==> config.mk <==
export PLATFORM = sky130hd
export DESIGN_NAME = fetch_stage
export DESIGN_NICKNAME = d
export VERILOG_FILES = /design/src/rtl/fetch_pkg.sv /design/src/rtl/if_id_reg.sv /design/src/rtl/fetch_stage.sv
export SDC_FILE = /design/constraint.sdc
export NUM_CORES = 1
export LEC_CHECK = 0
export BUFFER_PORTS_ARGS = -buffer_cell sky130_fd_sc_hd__buf_2
export CAP_MARGIN = 10
export CORE_UTILIZATION = 45
export DETAILED_ROUTE_END_ITERATION = 10
export PLACE_DENSITY = 0.77
export SYNTH_ARGS = -nofsm -noshare
export SYNTH_HDL_FRONTEND = slang
export SYNTH_SLANG_ARGS = --single-unit
==> constraint.sdc <==
create_clock -name clk_i -period 2.6 [get_ports clk_i]
set_input_delay 0.52 -clock clk_i [delete_from_list [all_inputs] [get_ports clk_i]]
set_output_delay 0.52 -clock clk_i [all_outputs]
set_load 0.05 [all_outputs]
==> src/rtl/fetch_pkg.sv <==
// fetch_pkg: shared types and constants for the instruction-fetch stage.
//   state_t          fetch FSM states (IDLE, REQ, HOLD, DROP)
//   WORD_W           instruction / address word width
//   NOP_INST         instruction word placed in IF/ID on bubble or flush
//   RESET_PC_DEFAULT default PC loaded at reset
package fetch_pkg;
    localparam int WORD_W = 32;
    localparam logic [WORD_W-1:0] NOP_INST = 32'h0000_0000;
    localparam logic [WORD_W-1:0] RESET_PC_DEFAULT = 32'h0000_0000;
    typedef enum logic [1:0] {IDLE, REQ, HOLD, DROP} state_t;
endpackage

==> src/rtl/if_id_reg.sv <==
// if_id_reg: IF/ID pipeline register with hold and flush.
//   clk, rst_n          clock, asynchronous active-low reset
//   flush               load a bubble; overrides hold
//   hold                keep current contents
//   load                pc_d/inst_d carry a real instruction this cycle
//   pc_d, inst_d        incoming PC+4 and instruction word
//   pc_q, inst_q, valid_q  registered IF/ID contents
module if_id_reg
    import fetch_pkg::*;
(
    input  logic              clk,
    input  logic              rst_n,
    input  logic              flush,
    input  logic              hold,
    input  logic              load,
    input  logic [WORD_W-1:0] pc_d,
    input  logic [WORD_W-1:0] inst_d,
    output logic [WORD_W-1:0] pc_q,
    output logic [WORD_W-1:0] inst_q,
    output logic              valid_q
);
    logic take;

    assign take = load & ~flush;

    always_ff @(posedge clk or negedge rst_n) begin
        if (!rst_n) begin
            pc_q    <= '0;
            inst_q  <= NOP_INST;
            valid_q <= 1'b0;
        end else if (flush || !hold) begin
            pc_q    <= take ? pc_d : '0;
            inst_q  <= take ? inst_d : NOP_INST;
            valid_q <= take;
        end
    end
endmodule

==> src/rtl/fetch_stage.sv <==
// fetch_stage: MIPS IF stage -- owns the PC, runs the imem handshake, feeds IF/ID.
//   clk_i, rst_i             clock, asynchronous active-low reset
//   start_i                  fetch enable, sampled only in IDLE
//   pc_stall_i, stall_hold_i load-use stall from hazard detection
//   redirect_i, redirect_pc_i taken branch/jump from ID and its target
//   imem_req_o, imem_addr_o  instruction-memory request and address
//   imem_ready_i, imem_data_i memory response
//   pc_o                     next-fetch PC
//   if_id_pc_o, if_id_inst_o, if_id_valid_o  IF/ID register contents
module fetch_stage
    import fetch_pkg::*;
#(
    parameter logic [WORD_W-1:0] RESET_PC = RESET_PC_DEFAULT
) (
    input  logic              clk_i,
    input  logic              rst_i,
    input  logic              start_i,
    input  logic              pc_stall_i,
    input  logic              stall_hold_i,
    input  logic              redirect_i,
    input  logic [WORD_W-1:0] redirect_pc_i,
    output logic              imem_req_o,
    output logic [WORD_W-1:0] imem_addr_o,
    input  logic              imem_ready_i,
    input  logic [WORD_W-1:0] imem_data_i,
    output logic [WORD_W-1:0] pc_o,
    output logic [WORD_W-1:0] if_id_pc_o,
    output logic [WORD_W-1:0] if_id_inst_o,
    output logic              if_id_valid_o
);
    state_t            state_q, state_d;
    logic [WORD_W-1:0] pc_q, pc_d, addr_q, addr_d, buf_q, buf_d;
    logic [WORD_W-1:0] target, pc_inc, load_inst;
    logic              stall, load;

    assign stall       = pc_stall_i | stall_hold_i;
    assign target      = {redirect_pc_i[WORD_W-1:2], 2'b00};
    assign pc_inc      = pc_q + 32'd4;
    // Request stays up in DROP: an issued request is never aborted.
    assign imem_req_o  = (state_q == REQ) || (state_q == DROP);
    assign imem_addr_o = addr_q;
    assign pc_o        = pc_q;

    always_ff @(posedge clk_i or negedge rst_i) begin
        if (!rst_i) begin
            state_q <= IDLE;
            pc_q    <= RESET_PC;
            addr_q  <= RESET_PC;
            buf_q   <= NOP_INST;
        end else begin
            state_q <= state_d;
            pc_q    <= pc_d;
            addr_q  <= addr_d;
            buf_q   <= buf_d;
        end
    end

    always_comb begin
        state_d   = state_q;
        pc_d      = pc_q;
        addr_d    = addr_q;
        buf_d     = buf_q;
        load      = 1'b0;
        load_inst = imem_data_i;
        case (state_q)
            IDLE: begin
                if (start_i) begin
                    state_d = REQ;
                    addr_d  = pc_q;
                end
            end
            REQ: begin
                if (imem_ready_i) begin
                    if (redirect_i) begin
                        pc_d   = target;
                        addr_d = target;
                    end else if (stall) begin
                        buf_d   = imem_data_i;
                        state_d = HOLD;
                    end else begin
                        load   = 1'b1;
                        pc_d   = pc_inc;
                        addr_d = pc_inc;
                    end
                end else if (redirect_i) begin
                    pc_d    = target;
                    state_d = DROP;
                end
            end
            HOLD: begin
                if (redirect_i) begin
                    pc_d    = target;
                    addr_d  = target;
                    state_d = REQ;
                end else if (!stall) begin
                    load      = 1'b1;
                    load_inst = buf_q;
                    pc_d      = pc_inc;
                    addr_d    = pc_inc;
                    state_d   = REQ;
                end
            end
            DROP: begin
                if (redirect_i) pc_d = target;
                // Stale word is thrown away; next request goes to the newest target.
                if (imem_ready_i) begin
                    addr_d  = redirect_i ? target : pc_q;
                    state_d = REQ;
                end
            end
            default: state_d = IDLE;
        endcase
    end

    if_id_reg u_if_id (
        .clk     (clk_i),
        .rst_n   (rst_i),
        .flush   (redirect_i),
        .hold    (stall),
        .load    (load),
        .pc_d    (pc_inc),
        .inst_d  (load_inst),
        .pc_q    (if_id_pc_o),
        .inst_q  (if_id_inst_o),
        .valid_q (if_id_valid_o)
    );
endmodule

==> flow_summary.yaml, run 1 <==
placement:
  dp_cells: 1341
  port_buffers: 198
  place.gp.congestion: 0.949
  dpl.hpwl_um: 18700
  pre_cts_slack_ns: 0.232
clock_network:
  htreeDepth: 4
  cts_root_buf: "clkbuf_16"
  clock_sinks: 163
  hold_buffers: 0
  clk_latency_ns: 0.43
  clk_pin_slew_ns: 0.07
  clockBufferDepth: 2
  cts_buffers: 17
  post-cts-setup-buffers: 0
  cts_tree: "yes"
timing:
  tightest_slew_ns: 0.754
  setup_ws_ns: 0.208
  relSlewSlack_pct: 49.3
  slew_violations: 0
  final-setup-viol-count: 0
  hold_viol: 0
  layout_worst_path_cycle_share_pct: 92.0
  finClkSkew_ns: 0.0113
  fin_crit_ns: 2.39
  tns_ns: 0
  grt_setup_unrepaired: "false"
  timing.fmax_mhz: 418
yosys:
  synthArstFlopShare_pct: 100
  yosys_most_used_dff: "dfrtp_1"
  synth_nets: 998
  yosysSeqAreaShare_pct: 46.3
  syn_area_per_cell_um2: 9.57
  synth-seq-cells: 163
  ys_types: 75
  synthCells: 921
  yosys_warnings: 0
  synth-edff-count: 0
  netlist_area_um2: 8810
finish:
  nNetsFinal: 1177
  fin_cells: 1372
  area_delta_synth_final_pct: 22.8
  drive_above_1_share_pct: 30.9
detailed_routing:
  via_count: 8119
  first_iter_violations: 552
  wirelength_um: 26500
  dr_wl_met3_um: 2280
  via_per_inst: 5.92
  firstDrtPassIters: 5
  wl_met2_um: 11900
  drc: 0
  wl_per_cell_um: 19.3
  postRouteAntennaNets: 0
  dr.max_layer_used: "met4"
  m1WireLength_um: 11200
pwr:
  powerDensity_nw_per_um2: 1170
  static-leakage-power_nw: 4.91
  ir_worst_vdd_v: 0.000848
critical_path:
  required_ns: 2.08
  critPathKind: "reg -> out"
  r2r_cells: 6
  critPathCaptureType: "primary output"
  r2r-start: "pc_o[3]$_DFFE_PN0P_"
  start_kind: "flip-flop"
  crit_path_max_fanout: 11
  r2r-end: "imem_addr_o[12]$_DFFE_PN0P_"
  cp.arrival_ns: 1.87
  crit_path_start: "state_q[0]$_DFFE_PN0P_"
  r2r_slack_ns: 0.23
global_route:
  grt_pass1_wl_um: 42300
  antenna_found_initial: 1
  grt_max_degree: 66
  grt.total_usage_pct: 27.0
  overflow: 0
  grt_pass1_vias: 7888
floorplanning:
  start_util_pct: 46.5
  die_y_um: 142
  rows: 50
  dieArea_um2: 20200
  die_w_um: 142
  ios: 201
  coreArea_um2: 19000
outcome:
  status: "finished, final reports clean"
run:
  drv_cap: 0
min_path:
  hold_class: "in -> async"
## kinds of logic (layout without fill, tap and decap cells)
group           after synthesis  after routing  share of synthesized area, %
fa+ha+maj                     6              6                         0.852
compound gates              272            272                          19.9
other cells                   0              1                             0
buf+inv                      99            289                          4.88
simple gates                273            273                          15.7
flops                       163            163                          46.3
xor+xnor                     28             28                          2.78
mux                          80             80                          9.60
## flip-flops by register name, summed over array words and instances, names as in the netlist
register,flops
buf_q,32
imem_addr_o,32
pc_o,32
state_q,2
u_if_id.inst_q,32
u_if_id.pc_q,32
u_if_id.valid_q,1
## cells in the final DEF, fill, tap and decap left out, types with 25 or more instances in the layout
cell type    n
nand2_1    104
a21oi_1     25
o21ai_1     57
dfrtp_1    163
buf_4       43
mux2_2      36
mux2i_1     44
o21ai_0     61
buf_2      197
nor2_1      64
## Yosys cell counts (all sizes together) (3+ instances only)
library cell    n  area (um^2)
nand3          19          118
nand3b          3         22.5
o22a            3         26.3
o311ai          4         35.0
nor2b           6         37.5
buf            38          201
a21o            5         37.5
o21ai         118          591
nand4           8         65.1
nand2b          3         18.8
a21oi          25          125
xnor2          18          158
a211oi          4         30.0
a221oi         22          193
a221o           4         40.0
a32oi           3         26.3
and3           13         83.8
nor3           15         90.1
nor2           66          250
o31ai           4         30.0
dfrtp         163         4080
o211ai          9         67.6
a211o           3         26.3
clkbuf         49          184
and2            4         25.0
a31oi          11         68.8
xor2           10         87.6
mux2i          44          440
or2             4         25.0
inv            12         45.1
o21a            5         37.5
nand2         105          397
o221ai          5         43.8
mux2           36          405
a22oi           9         67.6
and4            5         46.3
a22o           12          105
o22ai          10         62.6
ha              6         75.1
or3             7         48.8
nor4           12          130
## layer usage
metal | up-vias | GRT usage [%]
met2 | 448 | 42.3
met4 | 0 | 14.1
met5 | - | 0
met1 | 3872 | 35.2
met3 | 90 | 5.75
li1 | 3709 | -
## where the power goes
part	switching [mW]	internal, mW	total (mW)
clock	1.03	1.57	2.60
combinational	4.06	1.95	6.01
sequential	0.751	3.29	4.04
## through the flow
stage / instance area (um^2) / power (mW) / utilization, % / hold slack (ns)
after CTS: 10800 / 12.6 / 57.0 / 0.0178
after global placement: 10200 / 9.86 / 53.9 / 0.455
after floorplan: 8810 / 8.30 / - / 0.224
after detailed placement: 10200 / 9.99 / 53.9 / 0.459
final: 10800 / 12.7 / 57.1 / 0.00902
after global routing: 10800 / 13.3 / 57.1 / 0.0327
## repair_timing
item | CTS | global route
endpoints found under the hold margin | 0 | 0
resized for setup | 0 | 1
endpoints found under the setup margin | 0 | 1
## cell type report
cell class | count | area (um^2)
timing repair buffer | 247 | 1440
clock inverter | 9 | 130
fill | 1700 | 8140
tap | 260 | 325
inverter | 12 | 45.0
antenna | 1 | 2.50
clock buffer | 21 | 470
multi-input combinational | 659 | 4330
sequential | 163 | 4080
## worst max-delay path, stage by stage, from the launching register on
cell and delay (ns):
dfrtp_1 0.42, ha_1 0.35, nor2_1 0.31, inv_1 0.13, buf_2 0.23
## worst max path at each step
stage                                        to  slack [ns]  cells after the start
global route        imem_addr_o[12]$_DFFE_PN0P_        0.02                      6
floorplan                  pc_o[26]$_DFFE_PN0P_        0.17                      8
CTS                 imem_addr_o[11]$_DFFE_PN0P_        0.21                      7
detailed placement  imem_addr_o[11]$_DFFE_PN0P_        0.23                      7
finish                               imem_req_o        0.21                      4
global placement    imem_addr_o[11]$_DFFE_PN0P_        0.34                      7
Power figures use the tool's default switching activity.
==> run 2, diff against run 1 <==
CTS_BUF_LIST = sky130_fd_sc_hd__clkbuf_4   (was unset)
==> flow_summary.yaml, run 2 (synthesis results as in run 1) <==
critical_path:
  start_kind: "flip-flop"
  critPathCaptureType: "primary output"
  required_ns: 2.08
  r2r-start: "pc_o[3]$_DFFE_PN0P_"
  critPathTopFamily: "buffers and inverters"
  crit_path_max_fanout: 8
  r2r_slack_ns: 0.24
  cp.arrival_ns: 1.92
  crit_top_cell: "inv_1"
  critPathMaxStageDelay_ns: 0.44
  crit_path_start: "state_q[1]$_DFFE_PN0P_"
  r2r-end: "imem_addr_o[12]$_DFFE_PN0P_"
  r2r_cells: 6
  slowest_stage: "dfrtp_1"
  path_buf_inv: 3
  critPathKind: "reg -> out"
  path_cells: "inv_1, ha_1, nor2_2, inv_1, buf_2"
clock_network:
  clk_pin_slew_ns: 0.13
  htreeDepth: 4
  cts_root_buf: "clkbuf_4"
  cts_buffers: 17
  cts_tree: "yes"
  clockBufferDepth: 2
  clk_latency_ns: 0.58
  post-cts-setup-buffers: 0
  clock_sinks: 163
finish:
  nFillCells: 1731
  fin_cells: 1374
  multi_input_area_um2: 4330
  final_cell_area_um2: 10500
  final-seq-area_um2: 4080
  final_cell_mix: "buf_2, dfrtp_1, nand2_1, nor2_1, o21ai_0"
  drive_above_1_share_pct: 30.8
  area_delta_synth_final_pct: 19.3
  nNetsFinal: 1178
  post-route-util_pct: 55.5
  final_common_cell: "buf_2"
global_route:
  grt.total_usage_pct: 26.9
  antenna_found_initial: 2
  grt_pass1_vias: 7823
  overflow: 0
  grt_max_degree: 66
  grt_pass1_wl_um: 41900
floorplanning:
  start_util_pct: 46.5
  dieArea_um2: 20200
  die_y_um: 142
  die_w_um: 142
  coreArea_um2: 19000
  rows: 50
  ios: 201
placement:
  port_buffers: 198
  place.gp.congestion: 0.949
  pre_cts_slack_ns: 0.232
  dp_cells: 1341
  dpl.hpwl_um: 18700
  place_area_um2: 10200
min_path:
  hold_class: "in -> reg"
  min_to: "pc_o[27]$_DFFE_PN0P_"
  hold_path_depth: 3
  min_from: "redirect_pc_i[27]"
detailed_routing:
  wirelength_um: 26200
  postRouteAntennaNets: 0
  first_iter_violations: 659
  via_count: 8065
  via_per_inst: 5.87
  wl_per_cell_um: 19.1
  firstDrtPassIters: 6
  drc: 0
outcome:
  status: "finished, final reports clean"
pwr:
  ir_worst_vdd_v: 0.000833
  finalPower_mw: 11.6
  static-leakage-power_nw: 4.77
  powerDensity_nw_per_um2: 1100
timing:
  tightest_slew_ns: 0.725
  relSlewSlack_pct: 51.7
  final-setup-viol-count: 0
  setup_ws_ns: 0.157
  hold_ws_ns: 0.188
  slew_violations: 0
  fin_crit_ns: 2.44
  finClkSkew_ns: 0.0290
  layout_worst_path_cycle_share_pct: 94.0
  timing.fmax_mhz: 409
  tns_ns: 0
  hold_viol: 0
run:
  drv_cap: 0
## run 2: cell types whose count changed in the layout (fill, tap and decap cells not counted)
cell	before	now
clkbuf_1	1	0
clkbuf_16	17	0
clkbuf_4	0	18
clkbuf_8	3	0
clkinv_1	0	3
diode_2	1	2
dlygate4sd3_1	0	1
ha_1	6	5
ha_2	0	1
nor2_1	64	63
nor2_2	1	2
## run 2: where the power goes
group          total, mW  leakage (nW)  switching, mW  internal [mW]
Combinational       6.00          2.54           4.05           1.95
Clock               1.56         0.138          0.910          0.652
Sequential          4.03          2.09          0.747           3.28
Total               11.6          4.77           5.70           5.88
## run 2: how the worst max path moves through the flow
stage                                       end  slack, ns  depth (start not counted)
floorplan                  pc_o[26]$_DFFE_PN0P_       0.17                          8
global placement    imem_addr_o[11]$_DFFE_PN0P_       0.34                          7
detailed placement  imem_addr_o[11]$_DFFE_PN0P_       0.23                          7
CTS                                  imem_req_o     0.0003                          4
global route        imem_addr_o[31]$_DFFE_PN0P_      -0.01                          9
finish                               imem_req_o       0.16                          5
## run 2: per-layer routing
metal,wire length (um),vias up,global-route usage (%)
li1,-,3710,-
met1,11100,3833,35.0
met2,11800,442,42.0
met3,2270,80,5.82
met4,1040,0,14.3
met5,0,-,0
## run 2: area by class of cell
type | count | share of cell area (%)
multi-input combinational | 659 | 41.2
sequential | 163 | 38.8
timing repair buffer | 248 | 13.8
tap | 260 | 3.09
clock inverter | 12 | 1.34
clock buffer | 18 | 1.29
inverter | 12 | 0.428
antenna | 2 | 0.0476
## run 2: what timing repair did
item | in CTS | in global routing
endpoints found under the setup margin | 0 | 2
gates resized for setup | 0 | 3
endpoints found under the hold margin | 39 | 0
hold buffers | 1 | 0
## run 2: worst register-to-register path: cells and delay by family, from the launching register on
family / cells / cell delay [ns]
DFF: 1 / 0.54
muxes: 1 / 0.37
and+or+nand+nor: 2 / 0.54
adders and majority gates: 1 / 0.27
AOI/OAI and AO/OA: 2 / 0.53
